`src/rtl/req_debounce.sv`:
```
// One-bit debouncer: dout follows din only after din has differed from dout
// for DB_CYCLES consecutive cycles. dout resets high.
module req_debounce #(
  parameter int DB_CYCLES = 4
) (
  input  logic clk,
  input  logic rst,
  input  logic din,
  output logic dout
);
  localparam int CW = $clog2(DB_CYCLES + 1);

  logic [CW-1:0] cnt;

  always_ff @(posedge clk) begin
    if (rst) begin
      dout <= 1'b1;
      cnt  <= '0;
    end else if (din != dout) begin
      if (cnt == CW'(DB_CYCLES - 1)) begin
        dout <= din;
        cnt  <= '0;
      end else begin
        cnt <= cnt + 1'b1;
      end
    end else begin
      cnt <= '0;
    end
  end
endmodule

```
`config.mk`:
```
export PLATFORM = sky130hd
export DESIGN_NAME = req_debounce
export DESIGN_NICKNAME = d
export VERILOG_FILES = /design/src/rtl/req_debounce.sv
export SDC_FILE = /design/constraint.sdc
export NUM_CORES = 1
export LEC_CHECK = 0
export ABC_AREA = 1
export CORE_AREA = 2 2 39 41
export DETAILED_ROUTE_END_ITERATION = 16
export DIE_AREA = 0 0 41 43
export PLACE_DENSITY_LB_ADDON = 0.3
export SETUP_SLACK_MARGIN = 0.2
export SLEW_MARGIN = 40
export SYNTH_ARGS = -nofsm -noshare
export SYNTH_HDL_FRONTEND = slang
export SYNTH_SLANG_ARGS = --single-unit
```
`constraint.sdc`:
```
create_clock -name clk -period 2.4 [get_ports clk]
set_clock_uncertainty 0.05 [all_clocks]
set_input_delay 0.72 -clock clk [delete_from_list [all_inputs] [get_ports clk]]
set_output_delay 0.72 -clock clk [all_outputs]
set_load 0.005 [all_outputs]
```
=== Word level (Yosys, flattened, before mapping) ===
Cells that the tools add are included.
Widths: inputs -> output; s select.

* Register bits after elaboration: 4
* Output and inout bits: 1

* $add $sub $neg: 1
* Eq/ne operators: 2
* Bitwise logic cells: 1
* Reduce and logical (&&, ||, !) cells: 2

{| class="wikitable"
|+ Operators with widths
! kind !! count
|-
| $add 3x1->3 const B || 1
|-
| $eq 3x2->1 const B || 1
|-
| $reduce_or 3->1 || 1
|-
| $reduce_and 2->1 || 1
|-
| $ne 1x1->1 || 1
|-
| $not 1->1 || 1
|}

=== Depth between registers and ports, before layout ===
Gate-level depths: netlist of run 1.

* Depth in word-level cells: 3
* Depth in mapped cells: 5
* Depth with buffers taken out: 5

=== Worst setup path before layout of run 1 ===
No wires, ideal clock.

* Kind: reg-to-output
* Start point: reg dout
* End point: out dout
* Arrival: 0.329 ns
* Data required time: 1.630 ns
* Setup slack: 1.301 ns
* Stages on the path, launching flop included: 1
* Path buffers: 0
* Cells stage by stage: dfxtp_1

{| class="wikitable"
|+ RTL lines
! what !! line !! source
|-
| start, declared || 9 || <nowiki>output logic dout</nowiki>
|-
| start signal, assigned || 21 || <nowiki>dout <= din;</nowiki>
|}

No word-level cell between the ends.

=== Worst setup path after layout of run 1 ===
* Start point: reg dout
* End point: out dout

No word-level cell between the ends.

==> metrics.cfg, run 1 <==
[detailed_routing]
routedWlPerCell_um = 6.34
vias_per_cell = 3.10
routed_wl_um = 260
vias = 127
drt_first_pass_iters = 4
antenna_left = 0
drt_iter0_drc = 3
route.detailed.drc = 0

[sta]
fmax_mhz = 543
rsz0062_at_grt = false
worst_slew_pin_slew_ns = 0.118
min_period_over_period_pct = 76.8
final-hold-violation-count = 0
setup_viol = 0
slew_viol_final = 0
finalSetupTns_ns = 0
maxSlewHeadroom_pct = 92.0
finalCriticalPeriod_ns = 1.84

[global_routing]
grt_pass1_wl_um = 489
grt_antenna_before_repair = 0
grt_start_max_net_pins = 4
overflow = 0
grt_pass1_vias = 142
track_usage_pct = 5.02

[clocking]
cts-buffers-inserted = 3
cts.sinks = 4
clock_tree.buffer_depth = 2
clk_pin_slew_ns = 0.04
clk_latency_ns = 0.23
hold_buffers = 0
h-tree-depth = 1
tritoncts = done
cts_post_setup_buffers_inserted = 0
cts_root_buffer = clkbuf_4
cts_resized = 0

[floorplan]
die_area_mm2 = 0.00176
num_rows = 14
core_region_area_mm2 = 0.00138
die-width_um = 41
top_level_ports = 4
start_util_pct = 11.9
fp.dieH_um = 43

[pwr]
power_density_mw_per_mm2 = 678
swShare_pct = 18.7
switching_power_mw = 0.0302
clkPwrFrac_pct = 49.6
seqPwrFrac_pct = 43.5
p_int_mw = 0.131
p_leak_nw = 0.112
ir_worst_vdd_mv = 0.287
combPwrFrac_pct = 6.9

[worst_setup_path]
r2r_start = cnt[0]
critPathLaunch = dout
critPathTopFamily = buffers and inverters
slowest_delay_ns = 0.50
crit_required_ns = 1.63
cp-end-kind = primary output
worstPathArrival_ns = 1.07
path_buf_inv = 1
critical_path.max_fanout = 3
crit_chain = clkdlybuf4s50_1
startpoint_type = flip-flop
crit_slowest_cell = clkdlybuf4s50_1
crit_type = reg2out

[yosys]
yosysUniqueCellTypes = 9
synthesis.area_um2 = 165
syn_nets = 24
synth_warnings = 0
synth_area_leaders = dfxtp_1 48%, ha_1 15%, inv_1 9.1%
synth_cells = 19
synth_top_area_share_pct = 48.5
synth_seq_cells = 4
synth_top_cell_by_area = dfxtp_1
synth_seq_area_share_pct = 48.5
avgSynthCellArea_um2 = 8.69

[final_layout]
final_util_pct = 17.2
nets = 32
nFillCells = 151
drive_gt1_share_pct = 20.0
antenna-diode-count = 0
area_growth_pct = 43.9

[place]
io_buffers = 3
place.detailed.hpwl_um = 201
place.gp.congestion = 0.483

[outcome]
outcome = completed

[hold_path]
min_from = cnt[0]
holdCritPathClass = reg2reg

[flow_run]
maxCapViolations = 0

==> logic make-up (layout without fill, tap and decap cells) <==
kind of cell,after synthesis,after routing,share of synthesized area [%]
AOI/OAI and AO/OA,2,2,6.05
adders and majority gates,2,2,15.1
buffers and inverters,4,10,9.09
DFF,4,4,48.5
and+or+nand+nor,7,7,21.2
==> flip-flops by register name, indices dropped and copies added, names as in the netlist <==
signal / cells
dout: 1
cnt: 3
==> stage by stage <==
step	hold WS [ns]	setup WS, ns	cells	power (mW)	cell area, um2
floorplan	0.347	1.30	19	0.0767	165
global placement	0.357	0.796	38	0.0816	215
detailed placement	0.368	0.774	38	0.0823	215
CTS	0.374	0.536	41	0.167	238
global route	0.384	0.493	41	0.175	238
finish	0.371	0.558	41	0.161	238
==> synthesized netlist by cell type <==
master / instances
dfxtp_1: 4
inv_1: 4
nor2_1: 3
ha_1: 2
nand2_1: 2
a21oi_1: 1
nand3_2: 1
nor2_2: 1
o21ai_0: 1
==> power by group through the flow <==
stage / clock, mW / combinational (mW) / sequential, mW
4_1_cts: 0.0855 / 0.0113 / 0.0701
2_1_floorplan: 0 / 0.00579 / 0.0709
6_report: 0.0800 / 0.0111 / 0.0701
5_1_grt: 0.0921 / 0.0127 / 0.0701
3_5_place_dp: 0 / 0.0113 / 0.0711
3_3_place_gp: 0 / 0.0107 / 0.0709
==> final timing paths <==
path | end | slack [ns] | cells past startpoint
max | dout | 0.56 | 1
min reg2reg | cnt[0] | 0.37 | 1
min | cnt[0] | 0.37 | 1
max reg2reg | cnt[0] | 1.27 | 5
==> area by class of cell <==
cell class                      count  area, um2  area share (%)
Clock buffer                        3       22.5            9.47
Inverter                            4       15.0            6.32
Timing Repair Buffer                3       30.0            12.6
Sequential cell                     4       80.1            33.7
Multi-Input combinational cell     11       70.1            29.5
Tap cell                           16       20.0            8.42
==> cells in the final DEF (no fill, tap or decap), drive strengths merged <==
cell	netlist	routed
clkdlybuf4s50	0	3
nand3	1	1
nand2	2	2
clkbuf	0	3
a21oi	1	1
ha	2	2
o21ai	1	1
dfxtp	4	4
inv	4	4
nor2	4	4
==> routing by layer <==
layer | vias to the layer above | global-route usage (%) | wire length, um
met4 | 0 | 4.00 | 0
met1 | 50 | 4.49 | 120
met3 | 0 | 7.85 | 45
met5 | - | 0 | 0
met2 | 6 | 4.69 | 94
li1 | 71 | - | -
(Power assumes the default switching activity.)
==> inputs of run 2 (changes only) <==
clock period = 1.56 ns   (was 2.4 ns; I/O delays follow)
==> run 2 against run 1 <==
  * Sequential cell count did not move
  * Total power rose by 55%
  * First-iteration DRC count fell by 67%
  * Die area did not move
  * Global-route usage fell by 0.59 points
  * Sequential power rose by 54%
  * Cell count did not move
  * Worst hold slack got worse by 0.0060 ns
  * Core utilization did not move
  * Combinational power rose by 54%
  * Design area did not move
  * Non-clock buffer count did not move
==> metrics.cfg, run 2 (same netlist as run 1, synthesis figures left out) <==
[final_layout]
drive_gt1_share_pct = 24.0
final_cell_mix = 4 x inv_1, 3 x nor2_1, 3 x clkbuf_4, 3 x dfxtp_1
area_growth_pct = 43.9
largestRegisters = cnt (3), dout (1)
nets = 32
largest-register = cnt
final_area_um2 = 238
largest_reg_flops = 3
antenna-diode-count = 0
final_common_cell = inv_1

[worst_setup_path]
crit_type = reg2out
worstPathArrival_ns = 0.80
r2r_setup_slack_ns = 0.42
slowest_delay_ns = 0.31
crit_required_ns = 1.04
crit_chain = dlygate4sd2_1
critical_path.max_fanout = 3
path_buf_inv = 1
r2r-end = cnt[1]
r2r_cells = 5
r2r_start = cnt[0]
startpoint_type = flip-flop
crit_slowest_cell = dfxtp_2
cp-end-kind = primary output
critPathTopFamily = flip-flops

[pwr]
power_density_mw_per_mm2 = 1050
seqPwrFrac_pct = 43.2
clkPwrFrac_pct = 50.0
p_leak_nw = 0.109
ir_worst_vdd_mv = 0.368
combPwrFrac_pct = 6.8
swShare_pct = 19.3
power_mw = 0.250
switching_power_mw = 0.0482
p_int_mw = 0.201

[sta]
finalCriticalPeriod_ns = 1.31
setup_viol = 0
final-hold-violation-count = 0
min_period_over_period_pct = 84.2
slew_viol_final = 0
maxSlewHeadroom_pct = 90.6
finalWorstSetupSlack_ns = 0.246
finalSetupTns_ns = 0
fmax_mhz = 761
worst_slew_pin_slew_ns = 0.139
rsz0062_at_grt = false

[place]
placed_area_um2 = 215
pre_cts_slack_ns = 0.187
place.gp.congestion = 0.459
place.detailed.hpwl_um = 209
io_buffers = 3

[detailed_routing]
drt_first_pass_iters = 3
routedWlPerCell_um = 7.02
vias_per_cell = 3.32
antenna_left = 0
drt_iter0_drc = 1
vias = 136
route.detailed.drc = 0
routed_wl_um = 288

[flow_run]
maxCapViolations = 0

[hold_path]
hold_path_end = cnt[0]
min_from = cnt[0]
worst_hold_path.num_cells = 1
holdCritPathClass = reg2reg

[floorplan]
fp.dieH_um = 43
num_rows = 14
top_level_ports = 4
die-width_um = 41
die_area_mm2 = 0.00176
start_util_pct = 11.9
core_region_area_mm2 = 0.00138

[clocking]
clk_latency_ns = 0.23
hold_buffers = 0
tritoncts = done
clock_tree.buffer_depth = 2
h-tree-depth = 1
cts-buffers-inserted = 3
clk_pin_slew_ns = 0.04
cts_root_buffer = clkbuf_4
cts.sinks = 4

[outcome]
outcome = completed

[global_routing]
grt_antenna_before_repair = 0
grt_pass1_vias = 130
grt_pass1_wl_um = 441
track_usage_pct = 4.43
grt_start_max_net_pins = 4
overflow = 0

run 2: area by class of cell:
type / count / area, um2
fillers: 158 / 1150
flip-flops and latches: 4 / 81.3
multi-input cells: 11 / 70.1
repair buffers: 3 / 28.8
clock buffers: 3 / 22.5
well taps: 16 / 20.0
inverters: 4 / 15.0
run 2: what timing repair did:
| item | in CTS | in global routing |
|---|---|---|
| endpoints found under the setup margin | 1 | 0 |
| resized for setup | 2 | 0 |
| setup buffers | 0 | 0 |
run 2: through the flow:
| step | hold slack (ns) | instances | utilization [%] |
|---|---|---|---|
| 6_report | 0.365 | 41 | 17.2 |
| 5_1_grt | 0.385 | 41 | 17.2 |
| 4_1_cts | 0.371 | 41 | 17.2 |
| 3_5_place_dp | 0.366 | 38 | 15.6 |
| 3_3_place_gp | 0.356 | 38 | 15.6 |
| 2_1_floorplan | 0.347 | 19 | - |
run 2: power groups by stage:
stage	registers, mW	clock network, mW	logic, mW
detailed placement	0.109	0	0.0173
global placement	0.109	0	0.0165
global route	0.108	0.136	0.0191
floorplan	0.109	0	0.00891
CTS	0.108	0.131	0.0172
finish	0.108	0.125	0.0171
run 2: worst max-delay path by stage:
stage | startpoint | to | depth (start not counted)
global placement | din | cnt[0] | 5
finish | dout | dout | 1
global route | dout | dout | 1
CTS | dout | dout | 1
floorplan | cnt[0] | cnt[0] | 5
detailed placement | din | cnt[1] | 5
run 2: routing by layer:
| layer | global-route usage [%] | vias up | part of all wire [%] |
|---|---|---|---|
| met5 | 0 | - | 0 |
| met4 | 4.00 | 0 | 2.8 |
| met3 | 6.28 | 2 | 12 |
| met2 | 5.31 | 6 | 42 |
| met1 | 2.91 | 57 | 43 |
| li1 | - | 71 | - |
==> inputs of run 3 (changes only) <==
clock period = 1.35 ns   (was 1.56 ns; I/O delays follow)
==> run 3 against run 2 <==
  * Setup slack worse by 0.011 ns
  * Wire length down 0.69%
  * Total power up 15%
  * Non-clock buffer count unchanged
  * Highest routed layer unchanged
  * Global-route usage unchanged
  * Sequential power up 16%
  * Die area unchanged
  * Via count down 1.5%
==> metrics.cfg, run 3 (same netlist as run 1, synthesis figures left out) <==
[floorplan]
start_util_pct = 11.9
top_level_ports = 4
die_area_mm2 = 0.00176
core_region_area_mm2 = 0.00138
num_rows = 14
fp.dieH_um = 43
die-width_um = 41

[worst_setup_path]
path_buf_inv = 1
critical_path.max_fanout = 3
worstPathArrival_ns = 0.66
startpoint_type = flip-flop
r2r_setup_slack_ns = 0.27
crit_chain = buf_2
crit_required_ns = 0.90
cp-end-kind = primary output
r2r_cells = 4
crit_type = reg2out
slowest_delay_ns = 0.31
r2r-end = dout
r2r_start = cnt[0]
crit_slowest_cell = dfxtp_2
critPathTopFamily = flip-flops

[global_routing]
overflow = 0
grt_antenna_before_repair = 0
grt_pass1_wl_um = 441
grt_start_max_net_pins = 4
grt_pass1_vias = 130
track_usage_pct = 4.43
use_met3_pct = 6.28
busiest_layer = met3
met2_usage_pct = 5.31
grt_use_met1_pct = 2.91

[clocking]
tritoncts = done
h-tree-depth = 1
cts.sinks = 4
clk_pin_slew_ns = 0.04
hold_buffers = 0
cts-buffers-inserted = 3
cts_root_buffer = clkbuf_4
clk_latency_ns = 0.23
clock_tree.buffer_depth = 2
cts_post_setup_buffers_inserted = 0

[outcome]
outcome = completed

[place]
dp_cells = 38
placed_area_um2 = 215
place.gp.congestion = 0.459
place.detailed.hpwl_um = 209
io_buffers = 3

[sta]
finalCriticalPeriod_ns = 1.12
finalSetupTns_ns = 0
min_period_over_period_pct = 82.6
setup_viol = 0
rsz0062_at_grt = false
worst_slew_pin_slew_ns = 0.139
maxSlewHeadroom_pct = 90.6
slew_viol_final = 0
fmax_mhz = 896
final-hold-violation-count = 0

[final_layout]
nets = 32
final_common_cell = inv_1
final_util_pct = 17.5
final_cell_mix = 4 x inv_1, 3 x nor2_1, 3 x clkbuf_4, 3 x dfxtp_1
stdcell_count = 41
final_area_um2 = 241
largestRegisters = cnt (3), dout (1)
antenna-diode-count = 0
multiInputGateArea_um2 = 75.1
area_growth_pct = 46.2
largest-register = cnt
largest_reg_flops = 3
drive_gt1_share_pct = 36.0
nFillCells = 154
layout.area.seq_um2 = 81.3

[flow_run]
maxCapViolations = 0

[pwr]
p_leak_nw = 0.114
clkPwrFrac_pct = 49.7
switching_power_mw = 0.0546
power_density_mw_per_mm2 = 1190
ir_worst_vdd_mv = 0.431
swShare_pct = 19.0
seqPwrFrac_pct = 43.4
combPwrFrac_pct = 6.8
p_int_mw = 0.233

[detailed_routing]
drt_first_pass_iters = 1
antenna_left = 0
vias_per_cell = 3.27
drt_iter0_drc = 0
routed_wl_um = 286
routedWlPerCell_um = 6.98
route.detailed.drc = 0
vias = 134

[hold_path]
holdCritPathClass = reg2reg
min_from = cnt[0]
worst_hold_path.num_cells = 1
hold_path_end = cnt[0]

## run 3: cell count changes in the layout (fill, tap and decap cells not counted)
cell,delta
clkdlybuf4s50_1,-1
ha_1,-2
dlymetal6s2s_1,+1
dlygate4sd2_1,-1
ha_2,+2
buf_2,+1
## run 3: how the worst max path moves through the flow
stage / depth (start not counted) / start / to / slack (ns)
2_1_floorplan: 5 / cnt[0] / cnt[0] / 0.29
3_3_place_gp: 5 / din / cnt[0] / 0.05
3_5_place_dp: 5 / din / cnt[1] / 0.04
4_1_cts: 5 / cnt[0] / cnt[1] / 0.20
5_1_grt: 1 / dout / dout / 0.20
6_report: 1 / dout / dout / 0.23
## run 3: final cells by class
class	count	share of cell area [%]
Multi-Input combinational cell	11	31.1
Sequential cell	4	33.7
Clock buffer	3	9.33
Inverter	4	6.22
Tap cell	16	8.29
Timing Repair Buffer	3	11.4
## run 3: per-stage QoR
stage               hold slack (ns)  power (mW)  setup slack [ns]
detailed placement            0.366       0.146            0.0396
CTS                           0.371       0.296             0.201
global route                  0.388       0.305             0.201
global placement              0.356       0.145            0.0548
finish                        0.371       0.287             0.235
floorplan                     0.347       0.136             0.291
## run 3: power groups by stage
stage | Clock, mW | Combinational, mW | Sequential [mW]
floorplan | 0 | 0.0103 | 0.126
global placement | 0 | 0.0191 | 0.126
detailed placement | 0 | 0.0200 | 0.126
CTS | 0.152 | 0.0198 | 0.125
global route | 0.157 | 0.0226 | 0.125
finish | 0.143 | 0.0196 | 0.125
## run 3: timing repair
action / CTS / global route
pin swaps: 0 / 4
setup endpoints to repair: 1 / 4
hold endpoints to repair: 0 / 0
gates resized for setup: 4 / 3
## run 3: metal layers
layer  up-vias  share of wire [%]  routed length, um
met3         2                 10                 30
met1        57                 44                127
met5         -                  0                  0
met4         0                1.4                  4
met2         4                 43                122
li1         71                  -                  -
